`src/rtl/reg_read_port.sv`:
```
// reg_read_port: read side of the 16-bit register bank.
// It holds NREGS registers that are written through a load-style port.
// Read requests arrive on a valid/ready handshake. Each response is
// captured into a 2-entry buffer and returned in request order. All
// state updates on the falling edge of clk. rst_n is an asynchronous,
// active-low reset.
//
// Ports
//   clk        clock (falling edge active)
//   rst_n      async active-low reset
//   wr_en      write strobe, reg[wr_addr] <= wr_data
//   wr_addr    write address
//   wr_data    write data
//   req_valid  read request present
//   req_ready  request can be accepted (registered)
//   req_addr   register to read, sampled on accept
//   rsp_valid  rsp_data/rsp_addr hold a valid response (registered)
//   rsp_ready  consumer takes the response
//   rsp_data   oldest buffered read data
//   rsp_addr   address that produced rsp_data
module reg_read_port #(
  parameter int WIDTH = 16,
  parameter int NREGS = 8,
  parameter int AW    = 3
) (
  input  logic             clk,
  input  logic             rst_n,
  input  logic             wr_en,
  input  logic [AW-1:0]    wr_addr,
  input  logic [WIDTH-1:0] wr_data,
  input  logic             req_valid,
  output logic             req_ready,
  input  logic [AW-1:0]    req_addr,
  output logic             rsp_valid,
  input  logic             rsp_ready,
  output logic [WIDTH-1:0] rsp_data,
  output logic [AW-1:0]    rsp_addr
);

  typedef enum logic [1:0] {
    S_EMPTY = 2'd0,
    S_ONE   = 2'd1,
    S_FULL  = 2'd2
  } state_t;

  state_t           r_state;
  state_t           w_state_nxt;

  logic [WIDTH-1:0] r_regs [NREGS];

  // Head entry drives the outputs. The tail entry is used only when FULL.
  logic [WIDTH-1:0] r_head_data;
  logic [AW-1:0]    r_head_addr;
  logic [WIDTH-1:0] r_tail_data;
  logic [AW-1:0]    r_tail_addr;
  logic             r_req_ready;
  logic             r_rsp_valid;

  logic             w_accept;
  logic             w_drain;
  logic             w_ld_head;
  logic             w_ld_tail;
  logic             w_shift;
  logic [WIDTH-1:0] w_rd_data;

  assign w_accept = req_valid & r_req_ready;
  assign w_drain  = r_rsp_valid & rsp_ready;

  // A write and a read of the same address on the same edge return the
  // new data (write-first bypass).
  assign w_rd_data = (wr_en && (wr_addr == req_addr)) ? wr_data : r_regs[req_addr];

  always_comb begin
    w_state_nxt = r_state;
    w_ld_head   = 1'b0;
    w_ld_tail   = 1'b0;
    w_shift     = 1'b0;
    case (r_state)
      S_EMPTY: begin
        if (w_accept) begin
          w_state_nxt = S_ONE;
          w_ld_head   = 1'b1;
        end
      end
      S_ONE: begin
        if (w_accept && !w_drain) begin
          w_state_nxt = S_FULL;
          w_ld_tail   = 1'b1;
        end else if (w_drain && !w_accept) begin
          w_state_nxt = S_EMPTY;
        end else if (w_accept && w_drain) begin
          // The head leaves and the new response takes its place.
          w_ld_head   = 1'b1;
        end
      end
      S_FULL: begin
        // req_ready is low here, so only a drain can occur.
        if (w_drain) begin
          w_state_nxt = S_ONE;
          w_shift     = 1'b1;
        end
      end
      default: w_state_nxt = S_EMPTY;
    endcase
  end

  always_ff @(negedge clk or negedge rst_n) begin
    if (!rst_n) begin
      r_state     <= S_EMPTY;
      r_req_ready <= 1'b0;
      r_rsp_valid <= 1'b0;
    end else begin
      r_state     <= w_state_nxt;
      r_req_ready <= (w_state_nxt != S_FULL);
      r_rsp_valid <= (w_state_nxt != S_EMPTY);
    end
  end

  // The head holds its last value when the buffer empties.
  always_ff @(negedge clk or negedge rst_n) begin
    if (!rst_n) begin
      r_head_data <= '0;
      r_head_addr <= '0;
      r_tail_data <= '0;
      r_tail_addr <= '0;
    end else begin
      if (w_ld_head) begin
        r_head_data <= w_rd_data;
        r_head_addr <= req_addr;
      end else if (w_shift) begin
        r_head_data <= r_tail_data;
        r_head_addr <= r_tail_addr;
      end
      if (w_ld_tail) begin
        r_tail_data <= w_rd_data;
        r_tail_addr <= req_addr;
      end
    end
  end

  always_ff @(negedge clk or negedge rst_n) begin
    if (!rst_n) begin
      for (int unsigned i = 0; i < NREGS; i++) begin
        r_regs[i] <= '0;
      end
    end else if (wr_en) begin
      r_regs[wr_addr] <= wr_data;
    end
  end

  assign req_ready = r_req_ready;
  assign rsp_valid = r_rsp_valid;
  assign rsp_data  = r_head_data;
  assign rsp_addr  = r_head_addr;

endmodule
```
`config.mk`:
```
export PLATFORM = sky130hd
export DESIGN_NAME = reg_read_port
export DESIGN_NICKNAME = d
export VERILOG_FILES = /design/src/rtl/reg_read_port.sv
export SDC_FILE = /design/constraint.sdc
export NUM_CORES = 1
export LEC_CHECK = 0
export BUFFER_PORTS_ARGS = -buffer_cell sky130_fd_sc_hd__buf_4
export CAP_MARGIN = 20
export CORE_MARGIN = 5
export CORE_UTILIZATION = 60
export CTS_BUF_LIST = sky130_fd_sc_hd__clkbuf_2
export CTS_CLUSTER_DIAMETER = 200
export DETAILED_ROUTE_END_ITERATION = 8
export PLACE_DENSITY_LB_ADDON = 0.12
export SYNTH_ARGS = -nofsm -noshare
export SYNTH_HDL_FRONTEND = slang
export SYNTH_SLANG_ARGS = --single-unit
```
`constraint.sdc`:
```
create_clock -name clk -period 2.6 [get_ports clk]
set_input_delay 0.52 -clock clk [delete_from_list [all_inputs] [get_ports clk]]
set_output_delay 0.52 -clock clk [all_outputs]
set_load 0.1 [all_outputs]
```
==> results of run 1 <==
-- per-layer routing --
| layer | global-route usage [%] | vias to the layer above | part of all wire [%] |
|---|---|---|---|
| met3 | 6.013 | 27 | 5.5 |
| met5 | 0 | - | 0 |
| met1 | 35.52 | 2809 | 45 |
| met4 | 7.143 | 0 | 1.5 |
| met2 | 39.43 | 149 | 48 |
| li1 | - | 2389 | - |
-- sequential cells by signal (all words and copies together), names as in the netlist --
signal / cells
req_ready: 1
r_tail_addr: 3
r_state: 2
rsp_valid: 1
r_regs: 128
rsp_data: 16
rsp_addr: 3
r_tail_data: 16
-- kinds of logic (layout without fill, tap and decap cells) --
kind of cell,Yosys count,count (layout),share of synthesized area [%]
AO/OA/AOI/OAI,90,90,7.454
multiplexers,191,191,27.63
buffers and inverters,57,158,4.157
XOR/XNOR,4,4,0.4376
AND/OR/NAND/NOR,95,95,7.189
flip-flops,170,170,53.13
-- Yosys cell counts --
library cell,number
buf_4,10
or3b_1,1
nand2_1,22
dfrtn_1,170
and4_1,1
mux2_2,128
nand4b_2,3
buf_2,28
or3_1,1
buf_6,6
clkbuf_1,4
clkbuf_2,1
nand4_2,1
a31oi_1,1
nand3_1,23
a21boi_4,1
buf_1,6
inv_1,2
xnor2_1,3
o21ai_0,1
nand2b_4,1
o211ai_1,5
nand2b_1,11
nor3b_4,3
and2_1,1
a2bb2oi_1,6
o31ai_1,1
a21oi_1,40
xor2_1,1
nor3_4,1
nand4_1,1
mux2i_1,50
a22oi_1,33
mux2_1,2
nor3_1,1
nor3b_2,1
nor2b_1,3
o31ai_2,1
a22o_1,1
nor2_1,17
nand4b_1,1
mux4_2,11
nor3_2,2
-- timing repair --
item	CTS	global route
endpoints found under the setup margin	21	21
resized for setup	63	0
hold buffers	0	0
setup buffers	10	4
-- area by class of cell --
type	instances	area, um2
tap	176	220.2
fill	843	3212
clock inverter	14	153.9
multi-input combinational	380	3777
inverter	2	7.507
timing repair buffer	124	1423
clock buffer	18	90.09
sequential	170	4254
-- through the flow --
stage	instances	TNS [ns]	util (%)	worst slack, ns
floorplan	607	-51.93	-	-0.4951
global route	884	-13.25	75.55	-0.6882
CTS	880	-12.09	75.32	-0.6343
global placement	838	-66.83	70.90	-0.5638
finish	884	-11.19	75.55	-0.5865
detailed placement	838	-69.53	70.90	-0.6120
-- power groups by stage --
stage               Clock, W  Combinational (W)  Sequential (W)
floorplan                  0            0.00177         0.00498
global placement           0            0.00364         0.00391
detailed placement         0            0.00373         0.00397
CTS                  0.00145            0.00426         0.00400
global route         0.00156            0.00455         0.00410
finish               0.00142            0.00430         0.00402
-- worst min-delay path, delay by kind of cell (launching register included) --
kind / cells / cell delay [ns]
flip-flops: 1 / 0.45
AND/OR/NAND/NOR: 2 / 0.10
-- how the worst max path moves through the flow --
stage	from	end	slack [ns]	depth (start not counted)
2_1_floorplan	wr_addr[2]	r_regs[85]$_DFFE_NN0P_	-0.50	5
3_3_place_gp	req_addr[0]	r_tail_data[14]$_DFFE_NN0P_	-0.56	6
3_5_place_dp	req_addr[0]	r_tail_data[14]$_DFFE_NN0P_	-0.61	6
4_1_cts	rsp_data[9]$_DFFE_NN0P_	rsp_data[9]	-0.63	1
5_1_grt	rsp_data[1]$_DFFE_NN0P_	rsp_data[1]	-0.69	1
6_report	rsp_data[9]$_DFFE_NN0P_	rsp_data[9]	-0.59	1
==> flow_summary.toml, run 1 <==
[outcome]
outcome = "complete, but fails checks"
violations = "setup timing"

[routing]
drt_first_pass_iters = 4
antenna_left = 0
vias = 5374
drcViolationCount = 0
vias_per_cell = 6.079
avgRoutedWirePerCell_um = 21.42
wirelength_mm = 18.93
drtIter0Drc = 478

[die]
die_area_um2 = 15750
start_util_pct = 60.94
die_y_um = 125.5
rows = 42
die_w_um = 125.5
core_um2 = 13140
io_pins = 48

[grt]
grt_usage_pct = 25.19
antenna_found_initial = 0
grt_pass1_wl_mm = 31.17
grt_max_degree = 49
overflow = 0
grt_pass1_vias = 5663

[setup_path]
rr_endpoint = "rsp_data[9]$_DFFE_NN0P_"
endpoint_kind = "output pin"
arrival_ns = 2.67
cp-start-kind = "register"
slowest_delay_ns = 0.54
path_cells = "buf_12"
crit_buf_inv = 1
r2r_cells = 7
critPathMaxFanout = 2
rrSetupSlack_ns = 0.69
crit_slowest_cell = "dfrtn_1"
required_ns = 2.08
r2r-start = "rsp_valid$_DFF_NN0_"
critical-path-top-delay-family = "flip-flops"
critPathKind = "reg -> out"

[flow_run]
drv_cap = 0

[pwr]
seq_power_share_pct = 41.3
pwr-share-clk_pct = 14.6
combPwrFrac_pct = 44.2
p_per_area_nw_per_um2 = 981.2
p_switching_w = 0.003769
p_int_w = 0.005970
p_sw_share_pct = 38.69
p_total_w = 0.009739
peakVddDrop_mv = 0.3795
leakagePower_nw = 4.550

[placed_design]
gp_congestion = 0.7977
hpwl_mm = 12.87
port_buffers = 47
dpl_cell_area_um2 = 9314

[hold_path]
hold_path_class = "reg -> reg"
min_path_cells = 2
hp-start = "r_tail_addr[1]$_DFFE_NN0P_"
whs_endpoint = "r_tail_addr[1]$_DFFE_NN0P_"

[sta]
hold_slack_ns = 0.4399
hold_viol_final = 0
setup_violations = 21
rsz0062_at_grt = "true"
max-slew-margin-rel_pct = 52.37
worst_pin_slew_ns = 0.7113
setup_slack_ns = -0.5865
finalClockSkew_ns = 0.01560
slew_viol_final = 0

[synthesis]
syn_area_per_cell_um2 = 13.19
syn-cell-area_um2 = 8006
netlist_instances = 607
ys_ff_latch = 170
synth_area_leaders = "dfrtn_1 (53%), mux2_2 (18%), mux2i_1 (6.3%)"
syn_nets = 634
yosys.area.top_type_share_pct = 53.13
yosysSeqAreaShare_pct = 53.13
ys_types = 43
synth_warnings = 0
yosysTopAreaCell = "dfrtn_1"

[cells_and_area]
fin_nets = 722
drive_gt1_share_pct = 49.86
diodes = 0
layout_common_cells = "dfrtn_1 (170), mux2_2 (102), buf_4 (84)"
stdcell_area_um2 = 9926
mostFrequentLayoutCell = "dfrtn_1"
area.growth.synth_to_final_pct = 23.97

[clock_tree]
clockBufferDepth = 2
clk_pin_slew_worst_paths_ns = 0.14
htreeDepth = 4
insertion_delay_ns = 0.61
cts_inserted_buffers = 17
cts_root_buf = "clkbuf_2"
cts_tree = "done"
cts.sinks = 170
No activity file was read; power rests on OpenSTA's default activity.
==> run 2, diff against run 1 <==
TNS_END_PERCENT = 1   (was not set)
==> run 2 against run 1 <==
The run still ends with setup timing left. Total power decreased by 7.3%. Count of clock-buffer cells in the layout increased by 2. Highest routed layer unchanged. Cell area decreased by 5.6%. Hold slack got worse by 0.0091 ns. Global-route usage decreased by 0.35 points.
==> flow_summary.toml, run 2 (synthesis results as in run 1) <==
[setup_path]
critical-path-top-delay-family = "flip-flops"
critPathMaxFanout = 2
endpoint_kind = "output pin"
cp-start-kind = "register"
path_cells = "buf_12"
critPathKind = "reg -> out"
crit_buf_inv = 1
required_ns = 2.08
crit_slowest_cell = "dfrtn_1"
rr_endpoint = "r_tail_data[3]$_DFFE_NN0P_"
r2r-start = "rsp_valid$_DFF_NN0_"
r2r_cells = 6
arrival_ns = 2.68
slowest_delay_ns = 0.55
rrSetupSlack_ns = 0.88

[sta]
finalClockSkew_ns = 0.02559
setup_slack_ns = -0.5974
setup_tns_ns = -11.24
setup_violations = 21
rsz0062_at_grt = "true"
slew_viol_final = 0
worst_pin_slew_ns = 0.6846
max-slew-margin-rel_pct = 54.16
hold_viol_final = 0

[clock_tree]
clockBufferDepth = 2
cts_inserted_buffers = 17
holdBufCountCts = 0
cts_tree = "done"
cts.sinks = 170
cts_root_buf = "clkbuf_2"
clk_pin_slew_worst_paths_ns = 0.15
insertion_delay_ns = 0.62
htreeDepth = 4
post_cts_buffers = 0

[cells_and_area]
fin_nets = 700
drive_gt1_share_pct = 41.55
area.growth.synth_to_final_pct = 17.08
mostFrequentLayoutCell = "dfrtn_1"
fin_cells = 862
layout_common_cells = "dfrtn_1 (170), mux2_2 (120), buf_4 (61)"
multi_input_area_um2 = 3463
ff_latch_area_um2 = 4254
diodes = 0
fill_cells = 946
regMostFlops = "r_regs"
largest_reg_flops = 128

[routing]
antenna_left = 0
vias = 5272
drcViolationCount = 0
vias_per_cell = 6.116
drt_first_pass_iters = 6
wirelength_mm = 18.58
avgRoutedWirePerCell_um = 21.55
drtIter0Drc = 449

[die]
die_w_um = 125.5
die_area_um2 = 15750
core_um2 = 13140
io_pins = 48
start_util_pct = 60.94
rows = 42
die_y_um = 125.5

[grt]
antenna_found_initial = 0
overflow = 0
grt_pass1_wl_mm = 30.56
grt_usage_pct = 24.84
grt_max_degree = 48
grt_pass1_vias = 5541

[placed_design]
hpwl_mm = 12.33
port_buffers = 47
gp_congestion = 0.7759
dp_cells = 830

[hold_path]
whs_endpoint = "r_tail_addr[2]$_DFFE_NN0P_"
hp-start = "r_tail_addr[2]$_DFFE_NN0P_"
min_path_cells = 2
hold_path_class = "reg -> reg"

[pwr]
p_per_area_nw_per_um2 = 963.6
peakVddDrop_mv = 0.4547
leakagePower_nw = 4.284
p_total_w = 0.009033

[flow_run]
drv_cap = 0

[outcome]
outcome = "complete, but fails checks"
violations = "setup timing"
run 2: worst max-delay path by stage:
stage                        startpoint                  endpoint  cells after the start
3_5_place_dp                req_addr[0]  rsp_data[14]$_DFFE_NN0P_                      6
5_1_grt         rsp_data[8]$_DFFE_NN0P_               rsp_data[8]                      1
2_1_floorplan                wr_addr[2]    r_regs[85]$_DFFE_NN0P_                      5
4_1_cts        rsp_data[14]$_DFFE_NN0P_              rsp_data[14]                      1
3_3_place_gp                req_addr[0]  rsp_data[14]$_DFFE_NN0P_                      6
6_report        rsp_data[9]$_DFFE_NN0P_               rsp_data[9]                      1
run 2: per-layer routing:
layer / vias to the layer above / wire length (um) / GRT usage, %
li1: 2344 / - / -
met3: 26 / 860 / 6.866
met1: 2753 / 8659 / 35.34
met4: 0 / 233 / 6.250
met2: 149 / 8822 / 38.23
met5: - / 0 / 0
run 2: worst min-delay path, cell delays in order (launching register included):
cell     delay [ns]
dfrtn_1        0.44
nand2_1        0.05
nand2_1        0.06
run 2: per-stage QoR:
| stage | util (%) | hold WS (ns) | instance area [um2] | worst slack, ns |
|---|---|---|---|---|
| 2_1_floorplan | - | 0.4058 | 8060 | -0.4951 |
| 3_3_place_gp | 68.14 | 0.4186 | 8952 | -0.5532 |
| 3_5_place_dp | 68.14 | 0.4266 | 8952 | -0.5807 |
| 4_1_cts | 71.35 | 0.4327 | 9374 | -0.6142 |
| 5_1_grt | 71.35 | 0.4624 | 9374 | -0.6921 |
| 6_report | 71.35 | 0.4309 | 9374 | -0.5974 |
run 2: cell type report:
class                      instances  area share (%)
timing repair buffer             102           13.55
multi-input combinational        380           36.95
clock inverter                    12          0.6273
sequential                       170           45.38
inverter                           2         0.08009
tap                              176           2.349
clock buffer                      20           1.068
run 2: repair_timing:
item / in CTS / in global routing
resized for setup: 63 / 0
setup endpoints to repair: 21 / 21
pin swaps: 0 / 0
hold endpoints to repair: 0 / 0
run 2: power by group:
part / total (W) / internal [W] / switching, W
combinational: 0.00393 / 0.00172 / 0.00221
sequential: 0.00401 / 0.00348 / 0.000532
clock: 0.00110 / 0.000237 / 0.000861
